`src/rtl/ccff_bitstream_loader.sv`:
```
// ccff_bitstream_loader: serialises bitstream words MSB-first onto a ccff chain and captures tail readback.
// Optional CRC-16-CCITT check word after the chain is filled: define CCFF_CRC_EN.
module ccff_bitstream_loader #(
  parameter int CHAIN_LEN = 1024,
  parameter int WORD_W    = 32
) (
  input  logic              prog_clk,
  input  logic              pReset,
  input  logic              cfg_start,
  input  logic [WORD_W-1:0] cfg_data,
  input  logic              cfg_valid,
  output logic              cfg_ready,
  output logic              ccff_head,
  output logic              chain_clk_en,
  input  logic              ccff_tail,
  output logic [WORD_W-1:0] rb_data,
  output logic              busy,
  output logic              done,
  output logic              err
);
  localparam int CW = $clog2(CHAIN_LEN + 1);
  localparam int WW = $clog2(WORD_W);
  typedef enum logic [2:0] {
    IDLE,
    LOAD,
    SHIFT,
`ifdef CCFF_CRC_EN
    CHECK,
`endif
    DONE
  } state_t;
  state_t            state_q, state_d;
  logic [WORD_W-1:0] sreg_q, sreg_d;
  logic [CW-1:0]     cnt_q, cnt_d;
  logic [WW-1:0]     wcnt_q, wcnt_d;
  logic              head_q, head_d;
  logic              en_q, en_d;
  logic [WORD_W-1:0] rb_q, rb_d;
`ifdef CCFF_CRC_EN
  logic [15:0]       crc_q, crc_d;
  logic              err_q, err_d;
`endif
  always_comb begin
    state_d = state_q;
    sreg_d  = sreg_q;
    cnt_d   = cnt_q;
    wcnt_d  = wcnt_q;
    head_d  = head_q;
    en_d    = 1'b0;
    rb_d    = en_q ? {rb_q[WORD_W-2:0], ccff_tail} : rb_q;
`ifdef CCFF_CRC_EN
    crc_d   = crc_q;
    err_d   = err_q;
`endif
    case (state_q)
      IDLE, DONE: if (cfg_start) begin
        state_d = LOAD;
        cnt_d   = '0;
`ifdef CCFF_CRC_EN
        crc_d   = 16'hFFFF;
        err_d   = 1'b0;
`endif
      end
      LOAD: if (cfg_valid) begin
        sreg_d  = cfg_data;
        wcnt_d  = '0;
        state_d = SHIFT;
      end
      SHIFT: begin
        head_d = sreg_q[WORD_W-1];
        en_d   = 1'b1;
        sreg_d = sreg_q << 1;
        cnt_d  = cnt_q + 1'b1;
        wcnt_d = wcnt_q + 1'b1;
`ifdef CCFF_CRC_EN
        crc_d  = {crc_q[14:0], 1'b0} ^ ({16{crc_q[15] ^ sreg_q[WORD_W-1]}} & 16'h1021);
`endif
        // Chain-full takes priority so a partial last word drops its unused low bits.
        if (cnt_q == CW'(CHAIN_LEN - 1))
`ifdef CCFF_CRC_EN
          state_d = CHECK;
`else
          state_d = DONE;
`endif
        else if (wcnt_q == WW'(WORD_W - 1))
          state_d = LOAD;
      end
`ifdef CCFF_CRC_EN
      CHECK: if (cfg_valid) begin
        err_d   = 16'(cfg_data) != crc_q;
        state_d = DONE;
      end
`endif
      default: state_d = IDLE;
    endcase
  end
  always_ff @(posedge prog_clk) begin
    if (!pReset) begin
      state_q <= IDLE;
      sreg_q  <= '0;
      cnt_q   <= '0;
      wcnt_q  <= '0;
      head_q  <= 1'b0;
      en_q    <= 1'b0;
      rb_q    <= '0;
    end else begin
      state_q <= state_d;
      sreg_q  <= sreg_d;
      cnt_q   <= cnt_d;
      wcnt_q  <= wcnt_d;
      head_q  <= head_d;
      en_q    <= en_d;
      rb_q    <= rb_d;
    end
  end
`ifdef CCFF_CRC_EN
  always_ff @(posedge prog_clk) begin
    if (!pReset) begin
      crc_q <= 16'hFFFF;
      err_q <= 1'b0;
    end else begin
      crc_q <= crc_d;
      err_q <= err_d;
    end
  end
  assign err       = err_q;
  assign cfg_ready = (state_q == LOAD) || (state_q == CHECK);
`else
  assign err       = 1'b0;
  assign cfg_ready = state_q == LOAD;
`endif
  assign ccff_head    = head_q;
  assign chain_clk_en = en_q;
  assign rb_data      = rb_q;
  assign busy         = (state_q == LOAD) || (state_q == SHIFT);
  assign done         = state_q == DONE;
endmodule
```
`config.mk`:
```
export PLATFORM = sky130hd
export DESIGN_NAME = ccff_bitstream_loader
export DESIGN_NICKNAME = d
export VERILOG_FILES = /design/src/rtl/ccff_bitstream_loader.sv
export SDC_FILE = /design/constraint.sdc
export NUM_CORES = 1
export LEC_CHECK = 0
export CORE_AREA = 2 2 93 95
export DETAILED_ROUTE_END_ITERATION = 10
export DIE_AREA = 0 0 95 97
export HOLD_SLACK_MARGIN = 0.02
export PLACE_DENSITY = 0.87
export SYNTH_ARGS = -nofsm -noshare
export SYNTH_HDL_FRONTEND = slang
export SYNTH_SLANG_ARGS = --single-unit
```
`constraint.sdc`:
```
create_clock -name prog_clk -period 1.64 [get_ports prog_clk]
set_input_delay 0.41 -clock prog_clk [delete_from_list [all_inputs] [get_ports prog_clk]]
set_output_delay 0.41 -clock prog_clk [all_outputs]
set_load 0.05 [all_outputs]
```
== After elaboration in Yosys (flattened, before gate mapping) ==
Cells that the tools add are included.

* Register bits after elaboration: 85
* Latch bits: 0
* Memory bits (writable): 0
* ROM bits: 0
* Input bits: 37
* Output and inout port bits: 38
* Logic and storage cells: 37
* Memories kept: 0

* $add $sub $neg: 2
* Multiply operators: 0
* Divide/modulo/power cells: 0
* Magnitude comparators: 0
* Equality and inequality tests: 8
* Shifts and indexed selects: 0
* Muxes and demuxes: 12
* Bitwise gates (word level): 0
* Reduce and logical (&&, ||, !) cells: 8

{| class="wikitable"
|+ Operators with widths
! kind !! count
|-
| $pmux 32 s2 || 1
|-
| $mux 32 || 1
|-
| $pmux 11 s2 || 1
|-
| $mux 3 || 4
|-
| $add 11x1->11 const B || 1
|-
| $eq 11x10->1 const B || 1
|-
| $mux 11 || 1
|-
| $pmux 5 s2 || 1
|-
| $pmux 3 s3 || 1
|-
| $eq 3x2->1 const B || 2
|-
| $add 5x1->5 const B || 1
|-
| $eq 5x5->1 const B || 1
|-
| $mux 5 || 1
|-
| $ne 2x2->1 const B || 2
|-
| $reduce_and 2->1 || 2
|-
| $reduce_bool 2->1 || 2
|-
| $eq 3x1->1 const B || 1
|-
| $logic_not 3->1 || 1
|-
| $ne 3x3->1 const B || 1
|-
| $reduce_and 3->1 || 1
|-
| $reduce_or 2->1 || 1
|-
| $logic_or 1x1->1 || 1
|-
| $mux 1 || 1
|}

== Longest topological paths before layout ==
* Depth after elaboration: 4
* Mapped depth: 8
* Mapped depth without buffers: 7

== Worst setup path after synthesis ==
OpenSTA, ideal clock, no wires.

* Path type: flip-flop to flip-flop
* Start: register state_q[1]
* End: register sreg_q[22]
* Setup time: 0.116 ns
* Arrival time: 1.730 ns
* Required time: 1.524 ns
* Slack: -0.206 ns
* Cell stages (with the launch flop): 8
* Buffers on the path: 1
* Clock period less this slack: 1.846 ns
* Cells stage by stage: dfxtp_1 -> inv_1 -> ha_1 -> nor2b_1 -> nor2_1 -> buf_2 -> nand2_1 -> o211a_1

* Word-level cells in the longest chain between the ends: 3
* Elaborated cells between the ends (all ways): 6
* Classes of those cells: eq/ne: 3; mux: 1; reduce/logical: 2

{| class="wikitable"
|+ Ends and longest elaborated chain
! item !! RTL line !! RTL
|-
| start, declared || 32 || <nowiki>state_t state_q, state_d;</nowiki>
|-
| start signal, assigned || 107 || <nowiki>state_q <= state_d;</nowiki>
|-
| $eq 3x1->1 (*) || n/a ||
|-
| net cfg_ready || 12 || <nowiki>output logic cfg_ready,</nowiki>
|-
| $ne 2x2->1 (no source line) / $reduce_bool 2->1 (equally long branches) || n/a ||
|-
| $reduce_and 2->1 (no source line) || n/a ||
|-
| end signal, assigned || 108 || <nowiki>sreg_q <= sreg_d;</nowiki>
|-
| end, declared || 33 || <nowiki>logic [WORD_W-1:0] sreg_q, sreg_d;</nowiki>
|}

The timed path passes the listed nets; every way through them passes the cells marked *.
A chain may end at the register's enable or synchronous reset.

== Worst setup path after layout ==
* Start: register state_q[1]
* End: register sreg_q[8]

* Word-level cells in the longest chain between the ends: 3
* Elaborated cells between the ends (all ways): 6
* Classes of those cells: eq/ne: 3; mux: 1; reduce/logical: 2

{| class="wikitable"
|+ Ends and longest elaborated chain
! item !! RTL line !! RTL
|-
| $eq 3x1->1 / $eq 3x2->1 (equally long branches) || 55 || <nowiki>case (state_q)</nowiki>
|-
| $ne 2x2->1 (no source line) / $reduce_bool 2->1 (equally long branches) || n/a ||
|-
| $reduce_and 2->1 (no source line) || n/a ||
|}

Parallel ways exist; a longest one is shown, timed or not.

==> results.md <==
- Post-synth EDFFs: 0
- Root Buffer: clkbuf_8
- # IOs: 75
- Num rows: 33
- Layout cells sized above 1: 0.300
- RSZ-0062 raised after global routing: true
- Final #Nets: just over 500
- Core area: between 8000 and 9000 um^2
- Routed vias/inst: 5.27
- Post-layout util: 0.702
- GRT Total Usage: 0.175
- Largest net degree at the start of global routing: 37
- Syn avg cell area: between 10 and 15 um^2
- Die ar.: between 9000 and 10000 um^2
- Status: complete, but fails checks
- Routed WL: between 8 and 9 mm
- Final instance area: 5710 um^2
- Count leader, synth: dfxtp_1
- Hold Crit Class: reg2reg
- # port buffers: 73
- Period utilisation layout: 1.03
- Post-route ant nets: 0
- Synth Register Bits: 84
- Critical path capture point type: register
- Synth warn: 0
- Count of cell types in the netlist: 40
- HPWL after DPL: about 5.4 mm
- Final hold violations: 0
- First-pass GRT wire length: ~13 mm
- Power density cells: between 1000 and 1500 nW/um^2
- H-tree lvl count: 3
- Critical path required time: 1890 ps
- Max Slew Vio Count: 0
- Post-Synth XOR/XNOR Area: 0.0141
- Data arrival, critical path: 1940 ps
- CTS clk-pin slew, worst paths: ~90 ps
- Asr flop ratio synth: 0
- LEAKAGE: 0.00234 uW
- Peak VDD IR: 0.793 mV
- CP Launch Type: register
- Setup CP Type: reg2reg
- PnR worst setup slack: -49.2 ps
- CTS tree: yes
- Gpl congestion: between 0.8 and 0.9
- Simple-gate share of the synthesized area: 0.172
- Post-DR wirelength/cell: roughly 15 um
- MaxCap Viol Count: 0
- Max incr delay on CP: between 300 and 400 ps
- Crit Path Max Fanout: 8
- Remaining Overflow, GRT: 0
- Area after DPL: between 5000 and 6000 um^2
- Cell at the slowest stage of the critical path: dfxtp_4
- Max clock buf depth: 2
- Most common flop cell mapped by yosys: dfxtp_1
- DRT iter0 DRCs: 108
- Post-synth top cells: dfxtp_1, mux2i_1, nand2_1
- Area grow syn2layout: 53.4%
- Largest cells by area after synthesis: dfxtp_1, mux2i_1, o211a_1, nor2b_1, nand2_1
- Cell chain of the critical path: buf_6 -> inv_4 -> ha_4 -> buf_6 -> nor2b_4 -> nor2_4 -> buf_12 -> clkbuf_16 -> nand2_2 -> o211a_1
- Multiplexer area fraction after synthesis: 0.175
- Pre-Repair DR Iteration Count: 4
- Synth top area share: 0.452
- Diodes inserted: 0
- Die height: 97 um
- Register area share after synthesis: 0.452
- Synth Area in Adders: 0.0202
- Via count: between 3000 and 4000
- Inserted Clock Buffers: 9
- Initial antenna violation count: 0
- Syn Inst Count: between 300 and 400
- Complex-gate fraction of the synthesized area: 0.126
- Clock sinks: 84
- Worst R2R Path Depth: 10
- Vias in the first global route: between 2000 and 3000
- Failing checks: negative setup slack
- TNS Setup: -350 ps
- Die Wd: ~95 um
- Synth area leader: dfxtp_1
- Syn Nets: 411
- FILL cells: about 560
- Initial core utilization: 0.457
- Largest family of logic cells by synthesized area: multiplexers
- Post-Syn Area: approximately 3700 um^2
- Clock skew: around 11 ps
- Cell repeated most along the worst path: buf_6
- # hold bufs at CTS: 0
- Setup violations, final: 23
- Tmin final: ~1700 ps
- DRC Markers: 0
- Fmax: just under 0.6 GHz
- Skew-Pair Late Insertion Delay: between 300 and 400 ps
- WHS Path Cells: 2
## kinds of logic after synthesis
family | after synthesis
and+or+nand+nor | 119
other | 1
xor gates and xnor gates | 6
buffers and inverters | 31
muxes | 65
AOI/OAI and AO/OA | 56
DFF | 84
adders and majority gates | 6
## cells in the final DEF (no fill, tap or decap), drive strengths merged, types with 2 or more instances in the layout
master / n
nand2: 42
nand2b: 4
buf: 69
a21oi: 5
dfxtp: 84
nor3: 4
xnor2: 6
clkinv: 4
a32oi: 3
mux2i: 65
clkdlybuf4s50: 35
ha: 6
nor2b: 38
o211a: 31
or3: 2
a21boi: 2
o21ai: 10
nand3: 6
nor4b: 3
nor2: 10
clkbuf: 15
nand4: 2
inv: 6
## state kept, by name, indices dropped and copies added, names as in the netlist
signal	flops
rb_data	32
wcnt_q	5
cnt_q	11
state_q	2
ccff_head	1
sreg_q	32
chain_clk_en	1
## layout make-up
| type | instances | area (um^2) | area share |
|---|---|---|---|
| clock inverters | 5 | 61.3 | 0.0107 |
| flip-flops and latches | 84 | 1690 | 0.296 |
| clock buffers | 11 | 141 | 0.0248 |
| inverters | 6 | 27.5 | 0.00482 |
| multi-input cells | 253 | 2100 | 0.368 |
| well taps | 105 | 131 | 0.0230 |
| repair buffers | 108 | 1550 | 0.272 |
## worst max-delay path: cells and delay by family, from the launching register on
family	cells	cell delay, ps
AO/OA/AOI/OAI	1	140
adder cells (fa/ha/maj)	1	160
buffers and inverters	5	600
flip-flops	1	370
AND/OR/NAND/NOR	3	320
## through the flow
stage               cells  hold WS (ps)  power, uW  setup WS (ps)
floorplan             368           443       4080          -1.51
global placement      543           462       4840           -243
detailed placement    543           464       4950           -376
CTS                   564           475       6770          -56.4
global route          572           506       7920           -113
finish                572           467       7530          -49.2
## final timing paths
check | end | from | slack (ps)
worst min-delay path | sreg_q[0] | sreg_q[0] | 470
worst min register to register | sreg_q[0] | sreg_q[0] | 470
worst max-delay path | sreg_q[8] | state_q[1] | -50
worst max register to register | sreg_q[8] | state_q[1] | -50
## metal layers
| layer | vias to the layer above | GRT usage | share of wire | wire length, um |
|---|---|---|---|---|
| met2 | 74 | 0.294 | 0.50 | 4290 |
| met3 | 12 | 0.0506 | 0.044 | 377 |
| met5 | - | 0 | 0 | 0 |
| li1 | 1477 | - | - | - |
| met1 | 1449 | 0.213 | 0.44 | 3710 |
| met4 | 0 | 0.0602 | 0.014 | 122 |
## report_power, final
| group | internal, uW | switching, uW |
|---|---|---|
| sequential | 2350 | 196 |
| combinational | 1870 | 1620 |
| clock | 751 | 738 |
| total | 4970 | 2550 |
## repair_timing
action                                  4_1_cts  5_1_grt
setup buffers                                 4        3
cloned                                        1        5
gates resized for setup                      21       49
pin swaps                                     3        5
endpoints found under the hold margin         0        0
endpoints found under the setup margin       22       44
Note: power is estimated with default switching activity, not from simulation.
